File: src/rtl/aes_serial_pkg.sv
// rtl/aes_serial_pkg.sv - shared types and byte-placement helpers for the byte-serial AES datapath
package aes_serial_pkg;

  // One AES state is 16 bytes, column-major: byte i sits at row i%4, column i/4.
  localparam int NUM_BYTES = 16;

  typedef logic [3:0] byte_idx_t;
  typedef logic [4:0] byte_cnt_t;

  // Counter value meaning "all 16 bytes issued" and the index of the last byte.
  localparam byte_cnt_t CNT_FULL  = byte_cnt_t'(NUM_BYTES);
  localparam byte_cnt_t CNT_LAST  = byte_cnt_t'(NUM_BYTES - 1);

  typedef enum logic [1:0] {
    SEQ_IDLE = 2'd0,
    SEQ_RUN  = 2'd1,
    SEQ_DONE = 2'd2
  } seq_state_t;

  // Destination byte index of source byte src after (Inv)ShiftRows.
  // Encrypt rotates row r left by r columns, decrypt rotates it right;
  // the 2-bit column arithmetic wraps mod 4 by construction.
  function automatic byte_idx_t sr_dst(input byte_idx_t src,
                                       input logic      encrypt,
                                       input logic      shift_en);
    logic [1:0] row;
    logic [1:0] col;
    logic [1:0] dst_col;
    row = src[1:0];
    col = src[3:2];
    if (!shift_en) begin
      dst_col = col;
    end else if (encrypt) begin
      dst_col = col - row;
    end else begin
      dst_col = col + row;
    end
    return {dst_col, row};
  endfunction

  // Byte i of a 128-bit state lives in bits [127-8i -: 8]; in a packed
  // [15:0][7:0] view that is element 15-i, which for a 4-bit index is ~i.
  function automatic byte_idx_t byte_slot(input byte_idx_t idx);
    return ~idx;
  endfunction

endpackage

File: src/rtl/aes_sr_index_delay.sv
// rtl/aes_sr_index_delay.sv - valid+byte-index delay line matching the external S-box latency
module aes_sr_index_delay #(
  parameter int LAT = 0
) (
  input  logic                      clk,
  input  logic                      rst,
  input  logic                      in_valid,
  input  aes_serial_pkg::byte_idx_t in_idx,
  output logic                      out_valid,
  output aes_serial_pkg::byte_idx_t out_idx
);
  import aes_serial_pkg::*;

  generate
    if (LAT == 0) begin : g_wire
      // Combinational S-box: the result belongs to the byte issued this cycle.
      logic unused_clk_rst;
      assign unused_clk_rst = clk ^ rst;
      assign out_valid      = in_valid;
      assign out_idx        = in_idx;
    end else begin : g_pipe
      logic [LAT-1:0] vld_q;
      byte_idx_t      idx_q [LAT];

      // Shift the issued index along with the S-box pipeline so write-back
      // sees the index that produced the current sbox_q.
      always_ff @(posedge clk or posedge rst) begin
        if (rst) begin
          vld_q <= '0;
          for (int i = 0; i < LAT; i++) begin
            idx_q[i] <= '0;
          end
        end else begin
          vld_q[0] <= in_valid;
          idx_q[0] <= in_idx;
          for (int i = 1; i < LAT; i++) begin
            vld_q[i] <= vld_q[i-1];
            idx_q[i] <= idx_q[i-1];
          end
        end
      end

      assign out_valid = vld_q[LAT-1];
      assign out_idx   = idx_q[LAT-1];
    end
  endgenerate

endmodule

File: src/rtl/aes_subbytes_sequencer.sv
// rtl/aes_subbytes_sequencer.sv - byte-serial SubBytes/ShiftRows stage around an external S-box
module aes_subbytes_sequencer #(
  parameter int SBOX_LAT   = 0,
  parameter int SHIFT_ROWS = 1
) (
  input  logic         clk,
  input  logic         rst,
  input  logic         in_valid,
  output logic         in_ready,
  input  logic [127:0] in_data,
  input  logic         in_encrypt,
  output logic [7:0]   sbox_a,
  output logic         sbox_encrypt,
  input  logic [7:0]   sbox_q,
  output logic         out_valid,
  input  logic         out_ready,
  output logic [127:0] out_data,
  output logic         busy
);
  import aes_serial_pkg::*;

  localparam logic SHIFT_EN = (SHIFT_ROWS != 0);

  seq_state_t state_q;
  seq_state_t state_d;

  logic [15:0][7:0] state_reg;
  logic [15:0][7:0] result_reg;
  // Stored inverted so that the reset value 0 presents encrypt mode to the S-box.
  logic             mode_dec_q;

  byte_cnt_t rd_cnt;
  byte_cnt_t wr_cnt;
  logic [7:0] sbox_a_q;
  logic [7:0] sbox_a_d;

  logic      accept;
  logic      rd_valid;
  byte_idx_t rd_idx;
  logic      wr_valid;
  logic      wr_en;
  logic      wr_last;
  byte_idx_t wr_idx;
  byte_idx_t wr_dst;

  assign accept   = in_valid & in_ready;
  assign rd_valid = (state_q == SEQ_RUN) && (rd_cnt != CNT_FULL);
  assign rd_idx   = rd_cnt[3:0];

  aes_sr_index_delay #(
    .LAT (SBOX_LAT)
  ) u_idx_delay (
    .clk       (clk),
    .rst       (rst),
    .in_valid  (rd_valid),
    .in_idx    (rd_idx),
    .out_valid (wr_valid),
    .out_idx   (wr_idx)
  );

  // Writes complete in issue order, so the write count identifies the last byte.
  assign wr_en   = wr_valid && (state_q == SEQ_RUN);
  assign wr_last = wr_en && (wr_cnt == CNT_LAST);
  assign wr_dst  = sr_dst(wr_idx, ~mode_dec_q, SHIFT_EN);

  // FSM state register.
  always_ff @(posedge clk or posedge rst) begin
    if (rst) begin
      state_q <= SEQ_IDLE;
    end else begin
      state_q <= state_d;
    end
  end

  // FSM next state: accept -> issue/write 16 bytes -> hold result until taken.
  always_comb begin
    state_d = state_q;
    case (state_q)
      SEQ_IDLE: if (accept)    state_d = SEQ_RUN;
      SEQ_RUN:  if (wr_last)   state_d = SEQ_DONE;
      SEQ_DONE: if (out_ready) state_d = SEQ_IDLE;
      default:                 state_d = SEQ_IDLE;
    endcase
  end

  // FSM outputs: handshakes and busy flag decode straight from the state.
  always_comb begin
    in_ready  = 1'b0;
    out_valid = 1'b0;
    busy      = 1'b0;
    case (state_q)
      SEQ_IDLE: in_ready  = 1'b1;
      SEQ_RUN:  busy      = 1'b1;
      SEQ_DONE: begin
        out_valid = 1'b1;
        busy      = 1'b1;
      end
      default:  in_ready  = 1'b0;
    endcase
  end

  // S-box address: current source byte while issuing, otherwise hold the last one.
  always_comb begin
    sbox_a_d = sbox_a_q;
    if (rd_valid) begin
      sbox_a_d = state_reg[byte_slot(rd_idx)];
    end
  end

  assign sbox_a       = sbox_a_d;
  assign sbox_encrypt = ~mode_dec_q;
  assign out_data     = result_reg;

  // Datapath: latch the block on accept, step the issue counter, place S-box results.
  always_ff @(posedge clk or posedge rst) begin
    if (rst) begin
      state_reg  <= '0;
      result_reg <= '0;
      mode_dec_q <= 1'b0;
      rd_cnt     <= '0;
      wr_cnt     <= '0;
      sbox_a_q   <= '0;
    end else begin
      sbox_a_q <= sbox_a_d;
      if (accept) begin
        state_reg  <= in_data;
        mode_dec_q <= ~in_encrypt;
        rd_cnt     <= '0;
        wr_cnt     <= '0;
      end else begin
        if (rd_valid) begin
          rd_cnt <= rd_cnt + 5'd1;
        end
        if (wr_en) begin
          result_reg[byte_slot(wr_dst)] <= sbox_q;
          wr_cnt                        <= wr_cnt + 5'd1;
        end
      end
    end
  end

endmodule

File: config.mk
export PLATFORM = sky130hd
export DESIGN_NAME = aes_subbytes_sequencer
export DESIGN_NICKNAME = d
export VERILOG_FILES = /design/src/rtl/aes_serial_pkg.sv /design/src/rtl/aes_sr_index_delay.sv /design/src/rtl/aes_subbytes_sequencer.sv
export SDC_FILE = /design/constraint.sdc
export NUM_CORES = 1
export LEC_CHECK = 0
export BUFFER_PORTS_ARGS = -buffer_cell sky130_fd_sc_hd__buf_2
export CORE_ASPECT_RATIO = 0.6
export CORE_MARGIN = 3
export CORE_UTILIZATION = 45
export CTS_CLUSTER_SIZE = 28
export DETAILED_ROUTE_END_ITERATION = 8
export GPL_TIMING_DRIVEN = 0
export PLACE_DENSITY = 0.74
export SYNTH_ARGS = -nofsm -noshare
export SYNTH_HDL_FRONTEND = slang
export SYNTH_SLANG_ARGS = --single-unit
export TNS_END_PERCENT = 1
File: constraint.sdc
create_clock -name clk -period 10.05 [get_ports clk]
set_input_delay 1.005 -clock clk [delete_from_list [all_inputs] [get_ports clk]]
set_output_delay 1.005 -clock clk [all_outputs]
set_load 0.01 [all_outputs]
# == Yosys cells after proc, flatten, opt, wreduce, memory -nomap -nowiden ==
# Index checks and enable logic that the tools add are counted.
# op_classes
addsub,4
order_cmp,3
n_eq_ne,7
mux,18
n_bitwise,6
n_reduce_logical,10
# op_table
op,count
$bwmux W128,1
$bmux W8 S4,1
$demux W8 S4,1
$mux W8,3
$mux W5,4
$add A5 B1 Y5 const B,2
$lt A4 B5 Y1 const B,2
$mux W2,4
$not A4 Y4,2
$ne A2 B2 Y1 const B,3
$pmux W2 S3,1
$eq A5 B4 Y1 const B,1
$ne A5 B5 Y1 const B,1
$ge A4 B1 Y1 const B,1
$logic_and A1 B1 Y1,4
$reduce_bool A2 Y1,2
$mux W1,3
$not A1 Y1,3
$reduce_and A3 Y1,1
$add A2 B2 Y2,1
$eq A2 B1 Y1 const B,1
$eq A2 B2 Y1 const B,1
$logic_not A2 Y1,1
$reduce_and A2 Y1,1
3 further kinds,3
# totals
register_bits,277
out_inout_bits,140
word_cells,85

# == Depth between registers and ports, before layout ==
# depth
word_depth,8
depth_mapped,11
depth_no_buf,6

# == Cells and area by module ==
# From an unflattened synthesis, not the netlist that was laid out.
# unflattened
cells_unflattened,1038
area_unflattened_um2,11852.6
# by_module_without_submodules
module,instances,cells_each,area_per_inst_um2,seq_area_each_um2
aes_subbytes_sequencer,1,1033,11815.1,6931.6
aes_sr_index_delay,1,5,37.5,0.0

# == Worst setup path before layout ==
# No wires, ideal clock.
# synth_timing
path_kind,register to output
startpoint,reg rd_cnt[0]
endpoint,out sbox_a[3]
arrival_ns,2.802
required_ns,9.045
path_slack_ns,6.243
path_stages_with_launch,11
n_path_buf,5
path_cell_list,dfrtp_1 -> buf_2 -> clkbuf_1 -> clkinv_1 -> ha_1 -> nand4bb_1 -> buf_2 -> nand2_1 -> buf_2 -> buf_2 -> a211o_1
# synth_between
elab_chain_len,4
# synth_lines
element,line_no,text
start: declaration,aes_subbytes_sequencer.sv:32,byte_cnt_t rd_cnt;
start signal: assignment,aes_subbytes_sequencer.sv:132,rd_cnt <= rd_cnt + 5'd1;
$not A4 Y4,aes_serial_pkg.sv:44,return ~idx;
$bmux W8 S4,aes_subbytes_sequencer.sv:106,sbox_a_d = state_reg[byte_slot(rd_idx)];
$mux W8 (not written as such),aes_subbytes_sequencer.sv:106,
$mux W8 *,aes_subbytes_sequencer.sv:105,if (rd_valid) begin
end: declaration,aes_subbytes_sequencer.sv:12,"output logic [7:0] sbox_a,"
# Mark *: on every way between the ends. The rest lies on a longest branch, timed or not. The select of a mux whose other input is x is not followed.

# == Worst setup path in the final report ==
# layout_timing
startpoint,reg rd_cnt[0]
endpoint,out sbox_a[6]
# Same word-level chain as after synthesis.

==> metrics.txt <==
Max Fclk 185 MHz; total grt overflow 0; Placer Congestion 0.855; clk buf depth 3; Final HPWL DP 24200 µm; largest net degree at the start of global routing 125; Worst EP required 9050 ps; Root Buffer clkbuf_16; CP max-delay cell clkbuf_1; Core Area 0.0256 mm²; Yosys top cell by area dfrtp_1; Slew Limit Fails 0; final hold slack 427 ps; most used cell, CP buf_2; effective utilization at floorplan 46.4%; Yosys top cell area share 58.3%; synth-to-layout area growth 23.1%; Setup Buffers After CTS 0; Num CTS Buffers 26; min Tclk post-route 5390 ps; Mapped Cells 1015; CP max FO 10; die area 0.0285 mm²; CTS Hold Bufs 0; Worst slew margin 45.9%; Worst setup EP type output port; Mapped Area 0.0119 mm²; Synth Area per Inst 11.7 µm²; register area share after synthesis 58.3%; final-report setup violation count 0; drt drc 0; post-DR vias/cell 5.24; first-pass GRT wire length 51600 µm; DR vias 8887; Worst VDD drop 157 µV; Post-Layout Cell Count 1697; antenna cells 0; Yosys reg bits 277; ANT nets after route 0; final clock skew 17.9 ps; die height 132 µm; Sink Count 277; initial antenna violation count 0; Worst Max-Slew Pin Slew 812 ps; final worst-path cycle share 53.7%; PortBufs 280; Die X-Extent 216 µm; vias in the first global route 9040; synth top area cells dfrtp_1, nand2_1, mux2_2; Crit Path Category flip-flop to output port; register area 0.00693 mm²; DR iter-0 viols 684; final hold vios 0; layout cells sized above 1 37.5%; wire per inst 19.5 µm; clk slew on worst S/H paths 70 ps; Overall Global Routing Usage 23.1%; crit start category flip-flop; TritonRoute pass-1 iters 5; largest stage delay on the critical path 530 ps; Distinct cells, synth 37; CTS tree yes; final instance area 0.0146 mm²; ys async rst share 100%; H-tree levels 1; syn nets 1168; worst-skew pair later-pin latency 530 ps; IO Count 281; critical-path cell list buf_2 -> clkbuf_1 -> clkinv_1 -> ha_1 -> nand4bb_1 -> buf_2 -> nand2_1 -> buf_2 -> buf_2 -> a211o_1 -> buf_2; status complete, no violations; # nets final 1478; Power Dens Cells 326 mW/mm²; R2R setup slack 5730 ps; Post-synth top flop dfrtp_1; RSZ-0062 raised after global routing no; Multi-input gate area 0.00470 mm²; placed cell area 0.0138 mm²; placed cell count 1649; max_cap viols 0; post-CTS resize count 0; yosys warns 0; Routed WL 33100 µm; Arr. time, crit path 4390 ps; fillers 2202; Min-Delay Path Class input port to async pin; num rows 45; Lkg Pwr 7.67 nW; number of flops mapped to enable cells by yosys 0
==> metrics by stage <==
stage | util (%) | power, mW | TNS, ps | setup WS [ps]
after floorplan | - | 3.11 | 0 | 1410
after detailed placement | 53.9 | 3.81 | 0 | 5270
after global placement | 53.6 | 3.74 | -429780 | -1580
after CTS | 57.1 | 4.80 | 0 | 4680
after global routing | 57.1 | 5.07 | 0 | 4350
final | 57.1 | 4.77 | 0 | 4660
==> critical path: cells and delay by family, from the launching register on <==
kind                       cells  cell delay, ps
buffers and inverters          7            2330
adders and majority gates      1             490
DFF                            1             400
AOI/OAI and AO/OA              1             350
and+or+nand+nor                2             280
==> area by class of cell <==
cell class                 count  share of cell area, %
inverter                      11                  0.333
clock inverter                10                  0.616
sequential                   277                   47.4
buffer                        54                   1.49
multi-input combinational    673                   32.1
tap                          352                   3.01
timing repair buffer         282                   9.95
clock buffer                  38                   5.10
==> path summary, 6_finish.rpt <==
check / startpoint / end / cells past startpoint
max: rd_cnt[0] / sbox_a[6] / 11
min: rst / out_data[120] / 2
max reg2reg: rd_cnt[0] / out_data[123] / 10
min reg2reg: state_reg[92] / state_reg[92] / 2
max in group asynchronous: rst / state_reg[49] / 3
min in group clk: state_reg[92] / state_reg[92] / 2
==> routing by layer <==
layer | global-route usage (%) | vias up | wire length, µm
met5 | 0 | - | 0
met4 | 3.85 | 0 | 396
met3 | 5.55 | 35 | 2760
met2 | 33.2 | 324 | 14000
met1 | 36.3 | 4525 | 15900
li1 | - | 4003 | -
==> cells in the mapped netlist (all sizes together) (6+ instances only) <==
master  number
nor2         7
clkbuf      40
mux4        32
a211o        6
buf         14
nor4         8
dfrtp      277
nand4       10
a21oi       16
xor2         6
inv          9
ha          12
mux2       130
nand2      418
==> where the power goes <==
| group | switching (mW) | internal [mW] |
|---|---|---|
| Sequential | 0.260 | 1.61 |
| Clock | 0.428 | 0.545 |
| Combinational | 1.10 | 0.820 |
==> cell families (layout without fill, tap and decap cells) <==
family | count (synthesis) | in the layout | synth area share [%]
buffers and inverters | 65 | 395 | 2.18
multiplexers | 167 | 167 | 18.9
AO/OA/AOI/OAI | 30 | 30 | 1.62
AND/OR/NAND/NOR | 454 | 454 | 16.5
flip-flops | 277 | 277 | 58.3
XOR/XNOR | 10 | 10 | 1.21
adder cells (fa/ha/maj) | 12 | 12 | 1.26
==> cells in the final DEF (no fill, tap or decap), drive strengths merged <==
cell     instances
nand2          418
buf            296
dfrtp          277
mux2           130
clkbuf          78
mux4            32
a21oi           16
ha              12
clkinv          11
nand4           10
inv              9
nor4             8
nor2             7
a211o            6
xor2             6
nand3            5
mux2i            5
xnor2            4
o21ai            3
a2bb2oi          2
nor3             2
nor4bb           1
and2             1
nand4bb          1
a311o            1
and3             1
a311oi           1
a221oi           1
bufinv           1
Note: power is estimated with default switching activity, not from simulation.
